<file path="src/rtl/uart_pkg.sv">
// Shared definitions for the UART transmit arbiter: FSM encodings and the
// requester selection rule.
package uart_pkg;

    typedef enum logic [3:0] {
        ARB_IDLE        = 4'b0001,
        ARB_WAIT_BSY_HI = 4'b0010,
        ARB_WAIT_BSY_LO = 4'b0100,
        ARB_RELEASE     = 4'b1000
    } arb_state_e;

    typedef enum logic [1:0] {
        SER_IDLE  = 2'd0,
        SER_START = 2'd1,
        SER_DATA  = 2'd2,
        SER_STOP  = 2'd3
    } ser_state_e;

    // Open packet pins the grant to its owner; otherwise contention goes to the non-owner.
    function automatic logic rr_pick(input logic v0, input logic v1,
                                     input logic owner, input logic locked);
        logic pick;
        if (locked) begin
            pick = owner;
        end else if (v0 && v1) begin
            pick = ~owner;
        end else if (v1) begin
            pick = 1'b1;
        end else begin
            pick = 1'b0;
        end
        return pick;
    endfunction

endpackage

</file>
<file path="src/rtl/UartTx.sv">
// 8N1 serializer: latches data on go while idle, sends start, 8 bits LSB first,
// stop. bsy drops one cycle before the stop bit ends so a follower can chain tightly.
module UartTx
    import uart_pkg::*;
#(
    parameter int CLK_FREQ  = 66_000_000,
    parameter int BAUD_RATE = 9600
) (
    input  logic       clk,
    input  logic       rst,
    input  logic [7:0] data,
    input  logic       go,
    output logic       tx,
    output logic       bsy
);

    localparam int CLKS_PER_BIT = CLK_FREQ / BAUD_RATE;
    localparam int CW = (CLKS_PER_BIT > 2) ? $clog2(CLKS_PER_BIT) : 2;
    localparam logic [CW-1:0] CNT_LAST  = CW'(CLKS_PER_BIT - 1);
    localparam logic [CW-1:0] CNT_EARLY = CW'(CLKS_PER_BIT - 2);

    ser_state_e     state_r, state_s;
    logic [CW-1:0]  cnt_r;
    logic [2:0]     bit_r;
    logic [7:0]     shift_r;
    logic           tx_r;
    logic           bsy_r;
    logic           bit_end_s;

    assign bit_end_s = (cnt_r == CNT_LAST);
    assign tx        = tx_r;
    assign bsy       = bsy_r;

    // State register
    always_ff @(posedge clk) begin
        if (rst) begin
            state_r <= SER_IDLE;
        end else begin
            state_r <= state_s;
        end
    end

    // Next-state logic
    always_comb begin
        state_s = state_r;
        case (state_r)
            SER_IDLE:  if (go) state_s = SER_START; else state_s = SER_IDLE;
            SER_START: if (bit_end_s) state_s = SER_DATA; else state_s = SER_START;
            SER_DATA:  if (bit_end_s && (bit_r == 3'd7)) state_s = SER_STOP; else state_s = SER_DATA;
            SER_STOP:  if (bit_end_s) state_s = SER_IDLE; else state_s = SER_STOP;
            default:   state_s = SER_IDLE;
        endcase
    end

    // Bit timing, shift register and registered line/busy outputs
    always_ff @(posedge clk) begin
        if (rst) begin
            cnt_r   <= '0;
            bit_r   <= 3'd0;
            shift_r <= 8'h00;
            tx_r    <= 1'b1;
            bsy_r   <= 1'b0;
        end else begin
            case (state_r)
                SER_IDLE: begin
                    cnt_r <= '0;
                    bit_r <= 3'd0;
                    if (go) begin
                        shift_r <= data;
                        tx_r    <= 1'b0;
                        bsy_r   <= 1'b1;
                    end
                end
                SER_START: begin
                    if (bit_end_s) begin
                        cnt_r <= '0;
                        tx_r  <= shift_r[0];
                    end else begin
                        cnt_r <= cnt_r + 1'b1;
                    end
                end
                SER_DATA: begin
                    if (bit_end_s) begin
                        cnt_r <= '0;
                        if (bit_r == 3'd7) begin
                            tx_r <= 1'b1;
                        end else begin
                            bit_r   <= bit_r + 3'd1;
                            shift_r <= {1'b0, shift_r[7:1]};
                            tx_r    <= shift_r[1];
                        end
                    end else begin
                        cnt_r <= cnt_r + 1'b1;
                    end
                end
                SER_STOP: begin
                    if (cnt_r == CNT_EARLY) bsy_r <= 1'b0;
                    if (bit_end_s) cnt_r <= '0;
                    else           cnt_r <= cnt_r + 1'b1;
                end
                default: begin
                    cnt_r <= '0;
                    tx_r  <= 1'b1;
                    bsy_r <= 1'b0;
                end
            endcase
        end
    end

endmodule

</file>
<file path="src/rtl/uart_tx_arbiter.sv">
// Two-requester round-robin arbiter with packet locking in front of a single
// UART serializer; the granted byte and go are held until the serializer finishes.
module uart_tx_arbiter
    import uart_pkg::*;
#(
    parameter int CLK_FREQ  = 66_000_000,
    parameter int BAUD_RATE = 9600
) (
    input  logic       clk,
    input  logic       rst,
    input  logic       req0_valid,
    input  logic [7:0] req0_data,
    input  logic       req0_last,
    output logic       req0_ready,
    input  logic       req1_valid,
    input  logic [7:0] req1_data,
    input  logic       req1_last,
    output logic       req1_ready,
    output logic       tx,
    output logic       busy,
    output logic       owner,
    output logic       locked
);

    arb_state_e  state_r, state_s;
    logic        go_r, busy_r, owner_r, locked_r;
    logic [7:0]  data_r;
    logic        bsy_s;
    logic        sel_s, sel_valid_s, sel_last_s;
    logic [7:0]  sel_data_s;
    logic        load_s, clr_go_s, release_s;

    assign busy   = busy_r;
    assign owner  = owner_r;
    assign locked = locked_r;
    assign sel_s  = rr_pick(req0_valid, req1_valid, owner_r, locked_r);

    // Route the selected requester's offer
    always_comb begin
        if (sel_s) begin
            sel_valid_s = req1_valid;
            sel_data_s  = req1_data;
            sel_last_s  = req1_last;
        end else begin
            sel_valid_s = req0_valid;
            sel_data_s  = req0_data;
            sel_last_s  = req0_last;
        end
    end

    // State register
    always_ff @(posedge clk) begin
        if (rst) begin
            state_r <= ARB_IDLE;
        end else begin
            state_r <= state_s;
        end
    end

    // Next-state logic
    always_comb begin
        state_s = state_r;
        case (state_r)
            ARB_IDLE:        if (load_s) state_s = ARB_WAIT_BSY_HI; else state_s = ARB_IDLE;
            ARB_WAIT_BSY_HI: if (bsy_s) state_s = ARB_WAIT_BSY_LO; else state_s = ARB_WAIT_BSY_HI;
            ARB_WAIT_BSY_LO: if (!bsy_s) state_s = ARB_RELEASE; else state_s = ARB_WAIT_BSY_LO;
            ARB_RELEASE:     state_s = ARB_IDLE;
            default:         state_s = ARB_IDLE;
        endcase
    end

    // Handshake and control strobes decoded from state
    always_comb begin
        req0_ready = 1'b0;
        req1_ready = 1'b0;
        load_s     = 1'b0;
        clr_go_s   = 1'b0;
        release_s  = 1'b0;
        case (state_r)
            ARB_IDLE: begin
                if (sel_valid_s) begin
                    load_s     = 1'b1;
                    req0_ready = ~sel_s;
                    req1_ready = sel_s;
                end else begin
                    load_s = 1'b0;
                end
            end
            ARB_WAIT_BSY_HI: load_s = 1'b0;
            ARB_WAIT_BSY_LO: if (!bsy_s) clr_go_s = 1'b1; else clr_go_s = 1'b0;
            ARB_RELEASE:     release_s = 1'b1;
            default:         load_s = 1'b0;
        endcase
    end

    // Held byte, go and status registers; owner resets to 1 so requester 0 wins first
    always_ff @(posedge clk) begin
        if (rst) begin
            data_r   <= 8'h00;
            go_r     <= 1'b0;
            busy_r   <= 1'b0;
            owner_r  <= 1'b1;
            locked_r <= 1'b0;
        end else begin
            if (load_s) begin
                data_r   <= sel_data_s;
                go_r     <= 1'b1;
                busy_r   <= 1'b1;
                owner_r  <= sel_s;
                locked_r <= ~sel_last_s;
            end
            if (clr_go_s)  go_r   <= 1'b0;
            if (release_s) busy_r <= 1'b0;
        end
    end

    UartTx #(
        .CLK_FREQ  (CLK_FREQ),
        .BAUD_RATE (BAUD_RATE)
    ) u_tx (
        .clk  (clk),
        .rst  (rst),
        .data (data_r),
        .go   (go_r),
        .tx   (tx),
        .bsy  (bsy_s)
    );

endmodule

</file>
<file path="config.mk">
export PLATFORM = sky130hd
export DESIGN_NAME = uart_tx_arbiter
export DESIGN_NICKNAME = d
export VERILOG_FILES = /design/src/rtl/uart_pkg.sv /design/src/rtl/UartTx.sv /design/src/rtl/uart_tx_arbiter.sv
export SDC_FILE = /design/constraint.sdc
export NUM_CORES = 1
export LEC_CHECK = 0
export ABC_AREA = 1
export CELL_PAD_IN_SITES_DETAIL_PLACEMENT = 0
export CELL_PAD_IN_SITES_GLOBAL_PLACEMENT = 1
export CORE_MARGIN = 2
export CORE_UTILIZATION = 41
export CTS_BUF_LIST = sky130_fd_sc_hd__clkbuf_8
export DETAILED_ROUTE_END_ITERATION = 10
export HOLD_SLACK_MARGIN = 0.05
export PLACE_DENSITY_LB_ADDON = 0.1
export SETUP_SLACK_MARGIN = 0.3
export SLEW_MARGIN = 40
export SYNTH_ARGS = -nofsm -noshare
export SYNTH_HDL_FRONTEND = slang
export SYNTH_SLANG_ARGS = --single-unit
</file>
<file path="constraint.sdc">
create_clock -name clk -period 1.7 [get_ports clk]
set_input_delay 0.34 -clock clk [delete_from_list [all_inputs] [get_ports clk]]
set_output_delay 0.34 -clock clk [all_outputs]
set_load 0.03 [all_outputs]
</file>
# Yosys cells after proc, flatten, opt, wreduce, memory -nomap -nowiden
# Index checks and enable logic that the tools add are counted.
# word_totals
ff_bits	44
inputBits	22
output_inout_bits	6
wordCells	86
# op_classes
add_sub_neg	2
eq_ne	15
n_mux	41
n_bitwise	3
reduce_logical	13
# ops
operator	n
$mux 8	4
$eq 13x13->1 const B	2
$pmux 13 s2	1
$mux 1	22
$pmux 8 s2	1
$add 13x1->13 const B	1
$mux 13	1
$pmux 4 s3	1
$mux 3	3
$pmux 2 s4	1
$reduce_and 4->1	2
$mux 2	3
$ne 2x1->1 const B	3
$pmux 3 s2	1
$reduce_and 3->1	2
$eq 2x2->1 const B	2
$eq 4x1->1 const B	1
$eq 4x2->1 const B	1
$eq 4x3->1 const B	1
$eq 4x4->1 const B	1
$mux 4	1
$ne 2x2->1 const B	2
$reduce_bool 2->1	2
$reduce_or 2->1	2
10 further kinds	13

# Depth between registers and ports, before layout
# logic_depth
depth_word	8
ltp_mapped	11
ltp_nobuf	10

# Modules after synthesis
# A second synthesis with hierarchy kept.
# hier_totals
hier_cells	329
hier_area_um2	2411.1
# modules_own_cells
module	n_inst	cells_per_inst	area_per_inst_um2	seq_area_each_um2
UartTx	1	213	1589.0	560.5
uart_tx_arbiter	1	116	822.0	320.3

# Least setup slack after synthesis
# Ideal clock, no wire load.
# synth_path
kind	flip-flop to output port
from	register owner_r (netlist: owner)
to	output req0_ready
arrival_time_ns	1.656
t_required_ns	1.360
setup_slack_ns	-0.296
path_stages_with_launch	8
n_path_buf	1
cell_sequence	dfxtp_1 nand2_1 nand2_2 nand2_1 nand2_1 nand3_2 buf_4 nor2_1
# synth_between
elab_chain_len	6
word_cells_on_any_way	7
classes_between	mux: 5; bitwise: 2
# synth_rtl
item	line	rtl
start, declared	uart_tx_arbiter.sv:26	logic go_r, busy_r, owner_r, locked_r;
start signal, assigned	uart_tx_arbiter.sv:109	owner_r <= sel_s;
$not 1->1	uart_pkg.sv:26	pick = ~owner;
$mux 1	uart_pkg.sv:25	end else if (v0 && v1) begin
$mux 1 *	uart_pkg.sv:23	if (locked) begin
$mux 1 / $not 1->1 (equally long branches)	uart_tx_arbiter.sv:40, uart_tx_arbiter.sv:83	
$mux 1 *	uart_tx_arbiter.sv:81	if (sel_valid_s) begin
$mux 1 *	uart_tx_arbiter.sv:79	case (state_r)
end, declared	uart_tx_arbiter.sv:14	output logic req0_ready,
# Mark *: on every way between the ends. The rest lies on a longest branch, timed or not.

# Worst setup path after layout
# layout_path
from	register locked_r (netlist: locked)
to	output req1_ready
# layout_between
elab_chain_len	4
# layout_rtl
item	line	rtl
start, declared	uart_tx_arbiter.sv:26	
start signal, assigned	uart_tx_arbiter.sv:110	locked_r <= ~sel_last_s;
$mux 1 *	uart_pkg.sv:23	
$mux 1	uart_tx_arbiter.sv:40	if (sel_s) begin
$mux 1 *	uart_tx_arbiter.sv:81	
$mux 1 *	uart_tx_arbiter.sv:79	
end, declared	uart_tx_arbiter.sv:18	output logic req1_ready,
# Marked as above.

==> metrics.yaml <==
drc: 0
seq_area_um2: 911
cts_buffers: 5
antennaDiodeCount: 0
power.density_nw_per_um2: 1070
syn2layout_area_growth_pct: 46.2
cts.path.max_buffers: 2
hpwl_um: 3840
coreArea_um2: 5510
worstPathRequired_ns: 1.36
maxSlewViolCount: 0
syn_inst: 337
yosys_warnings: 0
row_count: 27
synth_fp_nets: 368
grt_max_degree: 17
multiInputGateArea_um2: 1520
io_pins: 28
ys_types: 33
ant_nets: 0
grt_first_pass_wirelength_um: 9690
cts_tree: "yes"
avgSynthCellArea_um2: 6.90
cts_num_sinks: 44
htree_levels: 2
setup_violations: 2
drive_above_1_share_pct: 35.8
rsz0062_at_grt: "yes"
hold_violations: 0
nFillCells: 530
dp_cells: 444
drt-initial-drc-count: 40
grtUsageTotal_pct: 19.4
p_leak_nw: 1.42
mostFrequentLayoutCell: "nand2_1"
max_freq_mhz: 565
fin_ws_ns: -0.0686
path_class: "flop to output pin"
violations: "setup timing"
finalCritPeriodShare_pct: 104
cp.arrival_ns: 1.43
antenna_found_initial: 0
cap_violations: 0
dieArea_um2: 6290
vias: 2303
r2r_slack_ns: 0.25
ys_ff_latch: 44
root_buffer: "clkbuf_8"
syn_area_um2: 2330
slew_headroom_pct: 80.2
fin_cells: 477
final_nets: 435
skew_ns: 0.00862
insertion_delay_ns: 0.30
via_per_inst: 4.83
start_kind: "flop"
die_w_um: 79.3
layout_common_cells: "80 x nand2_1, 30 x dfxtp_1, 30 x buf_4"
status: "complete, but fails checks"
die_h_um: 79.3
routedWlPerCell_um: 12.2
fin_tns_setup_ns: -0.0780
ir_worst_vdd_uv: 633
layout_min_cycle_time_ns: 1.77
critPathMaxFanout: 4
worstMarginPinSlew_ns: 0.298
overflow: 0
critPathCaptureType: "output pin"
portBuffers: 27
start_util_pct: 42.2
grt_pass1_vias: 2169
min_path_type: "flop to flop"
dr.pass1.iters: 4
clkSlewWorstSetupHoldPaths_ns: 0.09
synth-seq-area-share_pct: 37.9
drt_wl_total_um: 5820
gp_congestion: 0.777
==> worst max-delay path, cell delays in order, from the launching register on <==
cell and delay (ns):
dfxtp_4 0.38, nor2_4 0.10, nand2_4 0.07, nand3b_1 0.16, nand3_4 0.11, inv_2 0.09
nand2_4 0.05, inv_4 0.04, buf_6 0.11
==> through the flow <==
step           hold WS (ns)  power [W]  instance area [um2]  setup slack (ns)  utilization [%]
3_3_place_gp          0.439    0.00266                 2830            -0.298             51.4
3_5_place_dp          0.435    0.00267                 2830            -0.331             51.4
6_report              0.463    0.00363                 3400           -0.0686             61.7
2_1_floorplan         0.416    0.00231                 2410             0.188                -
4_1_cts               0.462    0.00349                 3080           -0.0853             55.9
5_1_grt               0.480    0.00393                 3400            -0.165             61.7
==> sequential cells by signal, indices dropped and copies added, names as in the netlist <==
signal,cells
busy,1
u_tx.bit_r,3
u_tx.tx,1
go_r,1
state_r,4
u_tx.cnt_r,13
data_r,8
u_tx.bsy,1
u_tx.state_r,2
owner,1
locked,1
u_tx.shift_r,8
==> cell families after synthesis <==
logic type	after synthesis	share of synthesized area (%)
XOR/XNOR	2	0.753
AND/OR/NAND/NOR	191	37.5
flip-flops	44	37.9
AO/OA/AOI/OAI	41	9.47
adder cells (fa/ha/maj)	9	4.84
buffers and inverters	50	9.57
==> routing by layer <==
| metal | part of all wire [%] | track usage, % |
|---|---|---|
| met1 | 44 | 22.4 |
| met5 | 0 | 0 |
| met2 | 52 | 34.9 |
| met3 | 3.4 | 4.55 |
| met4 | 0.89 | 6.38 |
==> Yosys cell counts, drive strengths merged <==
cell type  instances  area share (%)
nand2            102              18
dfxtp             44              38
nor2              43             7.7
inv               40             6.5
a21oi             24             5.2
nand3             23             5.7
nor3              11             2.6
o21ai             11             2.4
ha                 9             4.8
nand4              8             2.2
buf                6             2.0
clkbuf             4             1.1
o21a               3             1.0
nand3b             2            0.65
xor2               2            0.75
a21boi             1            0.32
a31oi              1            0.27
nor3b              1            0.32
o31ai              1            0.32
or2                1            0.27
==> where the power goes <==
part / switching (W) / total, W / internal, W
Combinational: 0.000893 / 0.00158 / 0.000692
Clock: 0.000408 / 0.000708 / 0.000300
Sequential: 0.000115 / 0.00134 / 0.00122
==> final timing paths <==
path | startpoint | depth (start not counted) | to
max | locked$_SDFFE_PP0P_ | 8 | req1_ready
max reg2reg | locked$_SDFFE_PP0P_ | 9 | data_r[2]$_SDFFE_PP0P_
min reg2reg | u_tx.bsy$_SDFFE_PP0P_ | 1 | state_r[3]$_SDFF_PP0_
min | u_tx.bsy$_SDFFE_PP0P_ | 1 | state_r[3]$_SDFF_PP0_
==> repair_timing <==
item | in CTS | in global routing
setup endpoints to repair | 42 | 41
setup buffers | 8 | 14
cloned | 2 | 1
pin swaps | 8 | 34
resized for setup | 31 | 72
hold buffers | 0 | 0
==> area by class of cell <==
type	instances	area share (%)
Clock buffer	5	2.02
Clock inverter	3	0.736
Inverter	40	4.71
Multi-Input combinational cell	245	44.8
Sequential cell	44	26.8
Tap cell	72	2.65
Timing Repair Buffer	68	18.3
No activity file was read; power rests on OpenSTA's default activity.
